File: src/rtl/sd_card_fsm.sv
// SD card command-layer responder: tracks card state, RCA, APP_CMD and status bits, and drives the response and data engines.
// Define SD_CARD_BUSY_EN to build the PRG busy period after a multi-block write.
module sd_card_fsm #(
    parameter logic [15:0]  RCA             = 16'h1234,
    parameter int unsigned  INIT_POLLS      = 3,
    parameter logic [31:0]  CAPACITY_BLOCKS = 32'd1024,
    parameter logic [119:0] CSD             = 120'h400E_0032_5B59_0000_077F_800A_4000_E5,
    parameter logic [119:0] CID             = 120'h0353_4453_4433_3247_8012_3456_7801_23,
    parameter int unsigned  PRG_CYCLES      = 16
) (
    input  logic         iclk,
    input  logic         irst_n,
    input  logic         icmd_valid,
    input  logic [5:0]   icmd_index,
    input  logic [31:0]  icmd_arg,
    input  logic         icrc_ok,
    input  logic         iresp_busy,
    input  logic         idata_done,
    output logic         orecv_ready,
    output logic         oresp_start,
    output logic         oresp_long,
    output logic [5:0]   oresp_index,
    output logic [31:0]  oresp_arg,
    output logic [119:0] oresp_r2,
    output logic         odata_start,
    output logic         odata_mode,
    output logic [31:0]  oblock_addr,
    output logic         ostop_d,
    output logic         obusy,
    output logic [3:0]   ocard_state
);

    typedef enum logic [3:0] {
        ST_IDLE  = 4'd0, ST_READY = 4'd1, ST_IDENT = 4'd2, ST_STBY = 4'd3, ST_TRAN = 4'd4,
        ST_DATA  = 4'd5, ST_RCV   = 4'd6, ST_PRG   = 4'd7, ST_INA  = 4'd8
    } state_e;

    typedef enum logic [2:0] {RSP_NONE, RSP_R1, RSP_R2, RSP_R3, RSP_R6, RSP_R7} rsp_e;

    state_e         state_q, state_d;
    logic           app_cmd_q, app_cmd_d;
    logic [7:0]     poll_cnt_q, poll_cnt_d;
    logic           crc_err_q, crc_err_d;
    logic           illegal_q, illegal_d;
    logic           resp_start_q, resp_start_d;
    logic           resp_long_q, resp_long_d;
    logic [5:0]     resp_index_q, resp_index_d;
    logic [31:0]    resp_arg_q, resp_arg_d;
    logic [119:0]   resp_r2_q, resp_r2_d;
    logic           data_start_q, data_start_d;
    logic           data_mode_q, data_mode_d;
    logic [31:0]    block_addr_q, block_addr_d;
    logic           stop_pulse_q, stop_pulse_d;
`ifdef SD_CARD_BUSY_EN
    logic [15:0]    prg_cnt_q, prg_cnt_d;
`endif

    logic           cmd_accept, is_acmd, rca_match, in_range, out_of_range;
    rsp_e           rsp_kind;
    logic [31:0]    status_w, ocr_w;
    logic [119:0]   r2_w;

    assign cmd_accept = icmd_valid && !iresp_busy && (state_q != ST_INA);
    assign is_acmd    = app_cmd_q && (icmd_index == 6'd41 || icmd_index == 6'd23);
    assign rca_match  = (icmd_arg[31:16] == RCA);
    assign in_range   = (icmd_arg < CAPACITY_BLOCKS);

    // NOTE: reset is sampled on the clock edge; every flop, including the response fields, clears to 0.
    always_ff @(posedge iclk) begin
        if (!irst_n) begin
            state_q      <= ST_IDLE;
            app_cmd_q    <= 1'b0;
            poll_cnt_q   <= '0;
            crc_err_q    <= 1'b0;
            illegal_q    <= 1'b0;
            resp_start_q <= 1'b0;
            resp_long_q  <= 1'b0;
            resp_index_q <= '0;
            resp_arg_q   <= '0;
            resp_r2_q    <= '0;
            data_start_q <= 1'b0;
            data_mode_q  <= 1'b0;
            block_addr_q <= '0;
            stop_pulse_q <= 1'b0;
`ifdef SD_CARD_BUSY_EN
            prg_cnt_q    <= '0;
`endif
        end else begin
            // NOTE: non-blocking assignments so every flop samples the pre-edge values.
            state_q      <= state_d;
            app_cmd_q    <= app_cmd_d;
            poll_cnt_q   <= poll_cnt_d;
            crc_err_q    <= crc_err_d;
            illegal_q    <= illegal_d;
            resp_start_q <= resp_start_d;
            resp_long_q  <= resp_long_d;
            resp_index_q <= resp_index_d;
            resp_arg_q   <= resp_arg_d;
            resp_r2_q    <= resp_r2_d;
            data_start_q <= data_start_d;
            data_mode_q  <= data_mode_d;
            block_addr_q <= block_addr_d;
            stop_pulse_q <= stop_pulse_d;
`ifdef SD_CARD_BUSY_EN
            prg_cnt_q    <= prg_cnt_d;
`endif
        end
    end

    always_comb begin
        // NOTE: every output of this block gets a default first, so no latch is inferred.
        state_d      = state_q;
        app_cmd_d    = app_cmd_q;
        poll_cnt_d   = poll_cnt_q;
        crc_err_d    = crc_err_q;
        illegal_d    = illegal_q;
        resp_start_d = 1'b0;
        resp_long_d  = resp_long_q;
        resp_index_d = resp_index_q;
        resp_arg_d   = resp_arg_q;
        resp_r2_d    = resp_r2_q;
        data_start_d = 1'b0;
        data_mode_d  = data_mode_q;
        block_addr_d = block_addr_q;
        stop_pulse_d = 1'b0;
`ifdef SD_CARD_BUSY_EN
        prg_cnt_d    = prg_cnt_q;
`endif
        rsp_kind     = RSP_NONE;
        out_of_range = 1'b0;
        ocr_w        = '0;
        r2_w         = CID;
        status_w     = '0;

        if (state_q == ST_DATA && data_mode_q && idata_done) state_d = ST_TRAN;
`ifdef SD_CARD_BUSY_EN
        if (state_q == ST_PRG) begin
            if (prg_cnt_q == 16'(PRG_CYCLES - 1)) state_d = ST_TRAN;
            else prg_cnt_d = prg_cnt_q + 16'd1;
        end
`endif

        if (cmd_accept && !icrc_ok) begin
            crc_err_d = 1'b1;
        end else if (cmd_accept) begin
            app_cmd_d = 1'b0;
            case (icmd_index)
                6'd0: begin
                    state_d    = ST_IDLE;
                    poll_cnt_d = '0;
                    crc_err_d  = 1'b0;
                    illegal_d  = 1'b0;
                end
                6'd8:  if (state_q == ST_IDLE) rsp_kind = RSP_R7; else illegal_d = 1'b1;
                6'd55: begin
                    rsp_kind  = RSP_R1;
                    app_cmd_d = 1'b1;
                end
                6'd41: if (is_acmd && (state_q == ST_IDLE || state_q == ST_READY)) begin
                    rsp_kind = RSP_R3;
                    if (icmd_arg[21:20] == 2'b00) begin
                        state_d = ST_INA;
                    end else begin
                        ocr_w[21:20] = 2'b11;
                        if (poll_cnt_q == 8'(INIT_POLLS)) begin
                            ocr_w[31] = 1'b1;
                            state_d   = ST_READY;
                        end else begin
                            poll_cnt_d = poll_cnt_q + 8'd1;
                        end
                    end
                end else illegal_d = 1'b1;
                6'd2: if (state_q == ST_READY) begin
                    rsp_kind = RSP_R2;
                    state_d  = ST_IDENT;
                end else illegal_d = 1'b1;
                6'd3: if (state_q == ST_IDENT || state_q == ST_STBY) begin
                    rsp_kind = RSP_R6;
                    state_d  = ST_STBY;
                end else illegal_d = 1'b1;
                6'd9: if (state_q != ST_STBY) illegal_d = 1'b1;
                      else if (rca_match) begin
                          rsp_kind = RSP_R2;
                          r2_w     = CSD;
                      end
                6'd7: if (state_q != ST_STBY) illegal_d = 1'b1;
                      else if (rca_match) begin
                          rsp_kind = RSP_R1;
                          state_d  = ST_TRAN;
                      end
                6'd6: if (state_q == ST_TRAN) begin
                    rsp_kind     = RSP_R1;
                    state_d      = ST_DATA;
                    data_start_d = 1'b1;
                    data_mode_d  = 1'b1;
                    block_addr_d = '0;
                end else illegal_d = 1'b1;
                6'd18, 6'd25: if (state_q == ST_TRAN) begin
                    rsp_kind     = RSP_R1;
                    out_of_range = !in_range;
                    if (in_range) begin
                        block_addr_d = icmd_arg;
                        if (icmd_index == 6'd18) begin
                            state_d      = ST_DATA;
                            data_start_d = 1'b1;
                            data_mode_d  = 1'b0;
                        end else begin
                            state_d = ST_RCV;
                        end
                    end
                end else illegal_d = 1'b1;
                6'd23: if (is_acmd && state_q == ST_TRAN) rsp_kind = RSP_R1; else illegal_d = 1'b1;
                6'd12: if (state_q == ST_DATA) begin
                    rsp_kind     = RSP_R1;
                    stop_pulse_d = 1'b1;
                    state_d      = ST_TRAN;
                end else if (state_q == ST_RCV) begin
                    rsp_kind = RSP_R1;
`ifdef SD_CARD_BUSY_EN
                    state_d   = ST_PRG;
                    prg_cnt_d = '0;
`else
                    state_d   = ST_TRAN;
`endif
                end else illegal_d = 1'b1;
                6'd13: if (rca_match) rsp_kind = RSP_R1;
                6'd15: if (rca_match) state_d = ST_INA;
                default: illegal_d = 1'b1;
            endcase
        end

        status_w[31]   = out_of_range;
        status_w[23]   = crc_err_q;
        status_w[22]   = illegal_q;
        status_w[12:9] = state_q;
        status_w[8]    = (state_q == ST_TRAN) || (state_q == ST_RCV);
        status_w[5]    = (icmd_index == 6'd55) || is_acmd;

        // R1 and R6 carry the error bits, so reporting them clears them.
        case (rsp_kind)
            RSP_R1, RSP_R6: begin
                resp_start_d = 1'b1;
                resp_long_d  = 1'b0;
                resp_index_d = icmd_index;
                resp_arg_d   = (rsp_kind == RSP_R1) ? status_w
                             : {RCA, status_w[23], status_w[22], status_w[19], status_w[12:0]};
                crc_err_d    = 1'b0;
                illegal_d    = 1'b0;
            end
            RSP_R2: begin
                resp_start_d = 1'b1;
                resp_long_d  = 1'b1;
                resp_index_d = 6'h3F;
                resp_r2_d    = r2_w;
            end
            RSP_R3: begin
                resp_start_d = 1'b1;
                resp_long_d  = 1'b0;
                resp_index_d = 6'h3F;
                resp_arg_d   = ocr_w;
            end
            RSP_R7: begin
                resp_start_d = 1'b1;
                resp_long_d  = 1'b0;
                resp_index_d = icmd_index;
                resp_arg_d   = {20'd0, icmd_arg[11:0]};
            end
            default: ;
        endcase
    end

    always_comb begin
        ocard_state = state_q;
        orecv_ready = (state_q == ST_RCV);
        oresp_start = resp_start_q;
        oresp_long  = resp_long_q;
        oresp_index = resp_index_q;
        oresp_arg   = resp_arg_q;
        oresp_r2    = resp_r2_q;
        odata_start = data_start_q;
        odata_mode  = data_mode_q;
        oblock_addr = block_addr_q;
        ostop_d     = stop_pulse_q;
`ifdef SD_CARD_BUSY_EN
        obusy       = (state_q == ST_PRG);
`else
        obusy       = 1'b0;
`endif
    end

endmodule
File: config.mk
export PLATFORM = sky130hd
export DESIGN_NAME = sd_card_fsm
export DESIGN_NICKNAME = d
export VERILOG_FILES = /design/src/rtl/sd_card_fsm.sv
export SDC_FILE = /design/constraint.sdc
export NUM_CORES = 1
export LEC_CHECK = 0
export ABC_AREA = 1
export BUFFER_PORTS_ARGS = -buffer_cell sky130_fd_sc_hd__buf_2
export CAP_MARGIN = 0
export CORE_UTILIZATION = 35
export CTS_CLUSTER_SIZE = 16
export DETAILED_ROUTE_END_ITERATION = 10
export PLACE_DENSITY = 0.68
export SYNTH_ARGS = -nofsm -noshare
export SYNTH_HDL_FRONTEND = slang
export SYNTH_SLANG_ARGS = --single-unit
File: constraint.sdc
create_clock -name iclk -period 2.6 [get_ports iclk]
set_input_delay 0.26 -clock iclk [delete_from_list [all_inputs] [get_ports iclk]]
set_output_delay 0.26 -clock iclk [all_outputs]
set_load 0.01 [all_outputs]
==> summary.txt, run 1 <==
Floorplanning
  – Core Region: ~14000 µm²
  – Die Y-Extent: 124 µm
  – Die area: roughly 15000 µm²
  – Boundary Pins: 245
  – Initial Utilization: roughly 36%
  – Core Rows: 44
  – Chip width: about 120 µm

Yosys
  – Area leader, netlist: dfxtp_1
  – Post-synth top area share: between 30% and 40%
  – Synth Area per Inst: 6.70 µm²
  – Post-synth cell types: 38
  – Sequential area share after synthesis: 31.4%
  – Syn Inst Count: around 770
  – Register bit total from synthesis: 81
  – Synth area leaders: dfxtp_1, buf_4, nand2_1
  – Synth Warn #: 0
  – Synthesized area: slightly above 5000 µm²

GRT
  – GRT overflow: 0
  – First-pass GRT wire length: 21.6 mm
  – Initial antenna violation count: 0
  – Gr usage total: 18.6%
  – Vias in the first global route: about 4400
  – Largest net degree at the start of global routing: 49

Timing
  – Final slew viol count: 0
  – Clk_skew: 0.00652 ns
  – Tmin final: 2.18 ns
  – FMAX: 0.460 GHz
  – Endpoints failing hold: 0
  – RSZ-0062 raised after global routing: no
  – Period utilization: 83.7%
  – Worst slew pin tran: a little over 0.7 ns
  – Final setup vio count: 0
  – Total negative slack: 0 ns
  – Slew HR: a little over half

Drt
  – Post-DRT Antenna Nets: 0
  – Vias per cell: approximately 4.6
  – DRC viols: 0
  – Initial DRC count: roughly 340
  – Routed via count: between 4000 and 5000
  – Routed wire length: between 10 and 15 mm
  – WL per Instance: roughly 13 µm
  – DRT Pass-1 Iters: 5

Final layout
  – N_diodes: 0
  – Non-Filler Instances: 1075
  – Synth-to-Final Area Change: 12.7%
  – Share of cells above drive strength 1: around 28%
  – Post-layout net count: around 930

Clocking
  – Clock buffer count from CTS: 9
  – Hold-fix buffers, CTS: 0
  – Clock Tree Buf Depth: 2
  – Clock Pin Slew Worst Setup and Hold Paths: roughly 0.060 ns
  – Setup bufs post-CTS: 0
  – Worst-skew pair later-pin latency: ~0.34 ns
  – CTS H-Tree Depth: 3
  – # resized after CTS: 0
  – # clock sinks: 81
  – Root buf cell: clkbuf_16
  – CTS tree: yes

Worst setup path
  – Crit path from: ocard_state[1]$_SDFF_PN0_
  – Max incr delay on CP: about 0.42 ns
  – CP max FO: 15
  – Critical path launch point type: flip-flop
  – Worst path bufs/invs: 4
  – Worst path required time: roughly 2.9 ns
  – Slowest library cell on the worst path: dfxtp_1
  – Most Frequent Cell on Critical Path: inv_2
  – Worst R2R Start: ocard_state[1]$_SDFF_PN0_
  – Cells along the critical path: nor2_2, nand3_1, nand3_1, inv_2, nand2_2, inv_2, nand2_4, nor2_4, nand2_2, nand2_4, inv_4, nand2_1, nand2_1, inv_2
  – Worst Setup End Kind: flip-flop
  – CP delay by family, top: simple AND/OR/NAND/NOR gates
  – Crit Path Class: flip-flop to flip-flop
  – Critical Path AT: 2.42 ns

Placed design
  – Input/output buffers: 180
  – HPWL after DPL: 10.7 mm
  – Placed Cells incl. Taps: 1059
  – Final GP Congestion: 0.959

Power and ir drop
  – P_leak: 3.22 nW
  – Pwr dens: 454 nW/µm²
  – Peak VDD IR: between 0.0003 and 0.0004 V

Status
  – Status: finished, final reports clean

Worst hold path
  – Hold Crit Class: input pin to flip-flop
  – Hold_sp: icmd_arg[4]

Job
  – Max_cap viols: 0
worst min-delay path: cells and delay by family:
| kind | cells | cell delay, ns |
|---|---|---|
| AO/OA/AOI/OAI | 1 | 0.06 |
| AND/OR/NAND/NOR | 1 | 0.06 |
| buffers and inverters | 1 | 0.11 |
cell families after synthesis:
logic type | count (synthesis) | share of synthesized area [%]
xor gates and xnor gates | 2 | 0.339
adders and majority gates | 1 | 0.242
buffers and inverters | 224 | 26.1
AOI/OAI and AO/OA | 70 | 7.05
other | 1 | 0.0726
and+or+nand+nor | 392 | 34.8
DFF | 81 | 31.4
path summary, 6_finish.rpt:
path,end,slack [ns],cells past startpoint
setup / recovery,oresp_start$_SDFF_PN0_,0.42,14
hold / removal,oresp_arg[4]$_SDFFE_PN0P_,0.18,3
setup reg to reg,oresp_start$_SDFF_PN0_,0.42,14
hold reg to reg,oblock_addr[22]$_SDFFE_PN0P_,0.43,2
per-stage QoR:
| stage | worst slack [ns] | hold WS [ns] | util (%) | power, W | cell area (µm²) |
|---|---|---|---|---|---|
| final | 0.424 | 0.185 | 40.2 | 0.00264 | 5820 |
| after floorplan | 0.758 | 0.395 | - | 0.00148 | 5400 |
| after detailed placement | 0.250 | 0.425 | 38.3 | 0.00149 | 5550 |
| after CTS | 0.249 | 0.172 | 40.2 | 0.00268 | 5820 |
| after global routing | 0.128 | 0.189 | 40.2 | 0.00275 | 5820 |
| after global placement | 0.270 | 0.424 | 38.3 | 0.00149 | 5550 |
metal layers:
layer / vias up / wire [µm] / part of all wire (%) / track usage, %
met5: - / 0 / 0 / 0
met4: 0 / 310 / 2.3 / 6.70
met3: 23 / 1170 / 8.6 / 5.30
met2: 210 / 6030 / 44 / 28.7
met1: 2220 / 6100 / 45 / 24.5
li1: 2468 / - / - / -
synth_stat cells:
cell type and number:
a211oi_1 1, a21boi_0 1, a21oi_1 47, a31oi_1 2
buf_1 1, buf_2 5, buf_4 131, buf_6 1
clkbuf_1 8, clkinv_1 1, conb_1 1, dfxtp_1 81
ha_1 1, inv_1 61, inv_2 14, inv_4 2
nand2_1 171, nand2_2 5, nand2_4 3, nand3_1 48
nand3_2 5, nand3b_1 6, nand4_1 18, nand4_2 1
nor2_1 105, nor2_2 8, nor2_4 7, nor2_8 1
nor3_1 9, nor3_4 1, nor4_1 2, o211ai_1 1
o21ai_0 14, o21ai_1 2, o22ai_1 1, o31ai_1 1
or2_2 2, xor2_1 2
state kept, by name, summed over array words and instances (netlist names):
name	count
oblock_addr	32
oresp_arg	20
poll_cnt_q	8
oresp_index	6
ocard_state	4
oresp_r2	3
app_cmd_q	1
crc_err_q	1
illegal_q	1
odata_mode	1
odata_start	1
oresp_long	1
oresp_start	1
ostop_d	1
placed cells by master (no fill, tap or decap), drive strengths merged:
master	instances
nor3	10
nand2	179
nor4	2
o21ai	16
dfxtp	81
buf	187
conb	64
o211ai	1
a21boi	1
clkbuf	11
ha	1
a31oi	2
o22ai	1
nand3b	6
nand3	53
clkinv	3
a211oi	1
clkinvlp	1
a21oi	47
xor2	2
or2	2
inv	79
nand4	19
o31ai	1
nor2	121
layout make-up:
cell class / count / area [µm²]
Sequential cell: 81 / 1620
Clock inverter: 5 / 38.8
Multi-Input combinational cell: 529 / 2440
Clock buffer: 11 / 233
Timing Repair Buffer: 187 / 966
Inverter: 78 / 298
Fill cell: 1579 / 8660
Tap cell: 184 / 230
where the power goes:
group / switching (W) / internal (W)
clock network: 0.000527 / 0.000654
logic: 0.000156 / 0.0000563
registers: 0.00000519 / 0.00124
total: 0.000688 / 0.00196
(Power assumes the default switching activity.)
==> run 2: changes to the inputs <==
--- a/config.mk
+++ b/config.mk
@@ -5,13 +5,13 @@
 export SDC_FILE = /design/constraint.sdc
 export NUM_CORES = 1
 export LEC_CHECK = 0
-export ABC_AREA = 1
+export ABC_AREA = 0
 export BUFFER_PORTS_ARGS = -buffer_cell sky130_fd_sc_hd__buf_2
 export CAP_MARGIN = 0
 export CORE_UTILIZATION = 35
 export CTS_CLUSTER_SIZE = 16
 export DETAILED_ROUTE_END_ITERATION = 10
-export PLACE_DENSITY = 0.68
+export PLACE_DENSITY = 0.71
 export SYNTH_ARGS = -nofsm -noshare
 export SYNTH_HDL_FRONTEND = slang
 export SYNTH_SLANG_ARGS = --single-unit
==> constraint.sdc (replaced) <==
create_clock -name iclk -period 2 [get_ports iclk]
set_input_delay 0.2 -clock iclk [delete_from_list [all_inputs] [get_ports iclk]]
set_output_delay 0.2 -clock iclk [all_outputs]
set_load 0.01 [all_outputs]
==> summary.txt, run 2 <==
Floorplanning
  – Initial Utilization: a little over a third
  – Chip width: around 120 µm
  – Core Region: roughly 14000 µm²
  – Die area: between 10000 and 15000 µm²
  – Die Y-Extent: roughly 120 µm
  – Core Rows: between 40 and 50
  – Boundary Pins: about 250

Final layout
  – Most common cell after layout, fill and taps aside: buf_2
  – # fillers: 1249
  – Max reg flops: 32
  – Non-Filler Instances: between 900 and 1000
  – N_diodes: 0
  – Most frequent cells in the layout: buf_2, buf_4, dfxtp_1
  – Post-layout net count: 848
  – Share of cells above drive strength 1: between 50% and 60%
  – Synth-to-Final Area Change: 40.0%

Timing
  – Final setup vio count: 61
  – Worst slew pin tran: between 0.5 and 0.6 ns
  – Total negative slack: -8.20 ns
  – FMAX: 0.444 GHz
  – RSZ-0062 raised after global routing: yes
  – Endpoints failing hold: 0
  – Clk_skew: approximately 0.012 ns
  – WHS: around 0.10 ns
  – Final slew viol count: 0
  – Final setup margin: -0.253 ns
  – Slew HR: 61.4%
  – Period utilization: 113%
  – Tmin final: between 2 and 2.5 ns

Clocking
  – CTS tree: yes
  – Worst-skew pair later-pin latency: about 0.34 ns
  – Root buf cell: clkbuf_16
  – Hold-fix buffers, CTS: 0
  – CTS H-Tree Depth: 3
  – Clock buffer count from CTS: 9
  – # clock sinks: 81
  – Clock Tree Buf Depth: 2
  – Clock Pin Slew Worst Setup and Hold Paths: around 0.07 ns

Placed design
  – Final GP Congestion: around 0.89
  – Pre-CTS WS: -0.270 ns
  – Input/output buffers: 180
  – Placed Cells incl. Taps: around 950
  – HPWL after DPL: 11.6 mm

Yosys
  – Number of synthesized flops with an enable pin: 0
  – Main synth FF type: dfxtp_1
  – Most common cell in the netlist: buf_4
  – Register bit total from synthesis: 81
  – Post-synth cell types: 82
  – Ys async rst share: 0%
  – Synthesized area: around 5000 µm²
  – Synth Area per Inst: about 8.6 µm²
  – Syn Inst Count: a little under 600
  – Commonest cells in the netlist: buf_4, dfxtp_1, nor2_1, nand2_1, and3_1
  – Synth area leaders: dfxtp_1, buf_4, and3_1
  – Sequential area share after synthesis: about a third
  – Area leader, netlist: dfxtp_1
  – Synth Warn #: 0
  – Post-synth top area share: 32.4%

Status
  – Failing checks: setup timing
  – Status: finished, violations left

Worst setup path
  – CP max FO: 7
  – Slowest library cell on the worst path: or4b_4
  – Flop2flop setup slack: -0.25 ns
  – Critical Path AT: between 2 and 2.5 ns
  – Reg2reg path depth: 7
  – Crit Path Class: flip-flop to flip-flop
  – Reg-to-Reg End: oresp_arg[11]$_SDFFE_PN0P_
  – Max incr delay on CP: roughly 0.57 ns
  – Cells along the critical path: or4b_4, nor3_4, a2111oi_4, nor3b_4, buf_4, a221o_1, o221a_2
  – Worst path required time: between 2 and 2.5 ns
  – Worst R2R Start: ocard_state[1]$_SDFF_PN0_
  – Critical path launch point type: flip-flop
  – Crit path from: ocard_state[1]$_SDFF_PN0_
  – Worst Setup End Kind: flip-flop

GRT
  – Vias in the first global route: 4372
  – Largest net degree at the start of global routing: 39
  – Initial antenna violation count: 0
  – GRT overflow: 0
  – First-pass GRT wire length: 23.3 mm
  – Gr usage total: just over 20%

Drt
  – WL per Instance: roughly 16 µm
  – Initial DRC count: 374
  – Post-DRT Antenna Nets: 0
  – Routed via count: 4998
  – Routed wire length: 16.1 mm
  – Vias per cell: around 5.1
  – DRC viols: 0
  – DRT Pass-1 Iters: 5

Job
  – Max_cap viols: 0

Power and ir drop
  – P_leak: around 3.4 nW
  – Pwr dens: 512 nW/µm²
  – Peak VDD IR: approximately 0.00040 V
  – Power Total: between 0.003 and 0.004 W

Worst hold path
  – Hold Path Cell Cnt: 2
  – Hold path endpoint: oresp_arg[0]$_SDFFE_PN0P_
  – Hold Crit Class: input pin to flip-flop
  – Hold_sp: icmd_arg[0]
run 2: changes by cell type after synthesis, moves of 14 or more:
cell and delta:
a21oi_1 -31, nand2_1 -138, inv_2 -14, and3_1 +29
inv_1 -55, nand4_1 -15, nand3_1 -25, nor2_1 -68
run 2: cell families after synthesis:
kind of cell,after synthesis,synth area share (%)
and+or+nand+nor,201,23.3
buffers and inverters,168,23.2
AOI/OAI and AO/OA,122,19.5
DFF,81,32.4
xor gates and xnor gates,6,1.05
adders and majority gates,1,0.250
other,1,0.0749
muxes,1,0.200
run 2: how the worst max path moves through the flow:
stage | to | depth (start not counted)
final | oresp_arg[11]$_SDFFE_PN0P_ | 7
after global routing | oresp_arg[8]$_SDFFE_PN0P_ | 7
after CTS | poll_cnt_q[5]$_SDFFE_PN0P_ | 7
after detailed placement | oresp_index[2]$_SDFFE_PN0P_ | 9
after global placement | oresp_arg[31]$_SDFFE_PN0P_ | 9
after floorplan | oresp_arg[10]$_SDFFE_PN0P_ | 7
run 2: layout make-up:
class	count	area (µm²)	area share [%]
Clock buffer	9	225	3.21
Clock inverter	7	60.1	0.857
Tap cell	180	225	3.21
Sequential cell	81	1640	23.3
Timing Repair Buffer	309	2010	28.7
Inverter	6	22.5	0.321
Multi-Input combinational cell	396	2830	40.3
run 2: metal layers:
layer	up-vias	routed length, µm	global-route usage, %
li1	2366	-	-
met1	2340	6760	25.7
met2	261	7870	34.8
met3	31	1130	4.87
met4	0	376	5.63
met5	-	0	0
run 2: power breakdown:
group          switching, W  total, W  leakage, nW  internal (W)
combinational      0.000237  0.000384         2.63      0.000147
sequential       0.00000192   0.00161        0.656       0.00161
clock              0.000729   0.00159        0.136      0.000866
total              0.000968   0.00359         3.42       0.00262
run 2: worst max-delay path, delay by kind of cell (launching register included):
kind,cells,cell delay [ns]
buffers and inverters,1,0.14
AOI/OAI and AO/OA,3,0.58
and+or+nand+nor,3,1.03
DFF,1,0.38
run 2: per-stage QoR:
step	util (%)	area [µm²]
5_1_grt	50.3	7010
3_5_place_dp	43.8	6100
6_report	50.3	7010
4_1_cts	47.8	6660
2_1_floorplan	-	5300
3_3_place_gp	43.8	6100
run 2: timing repair:
action / CTS / global route
setup endpoints to repair: 53 / 78
endpoints found under the hold margin: 0 / 0
gates resized for setup: 37 / 50
setup buffers: 12 / 7
gates cloned: 1 / 3
pin swaps: 21 / 21
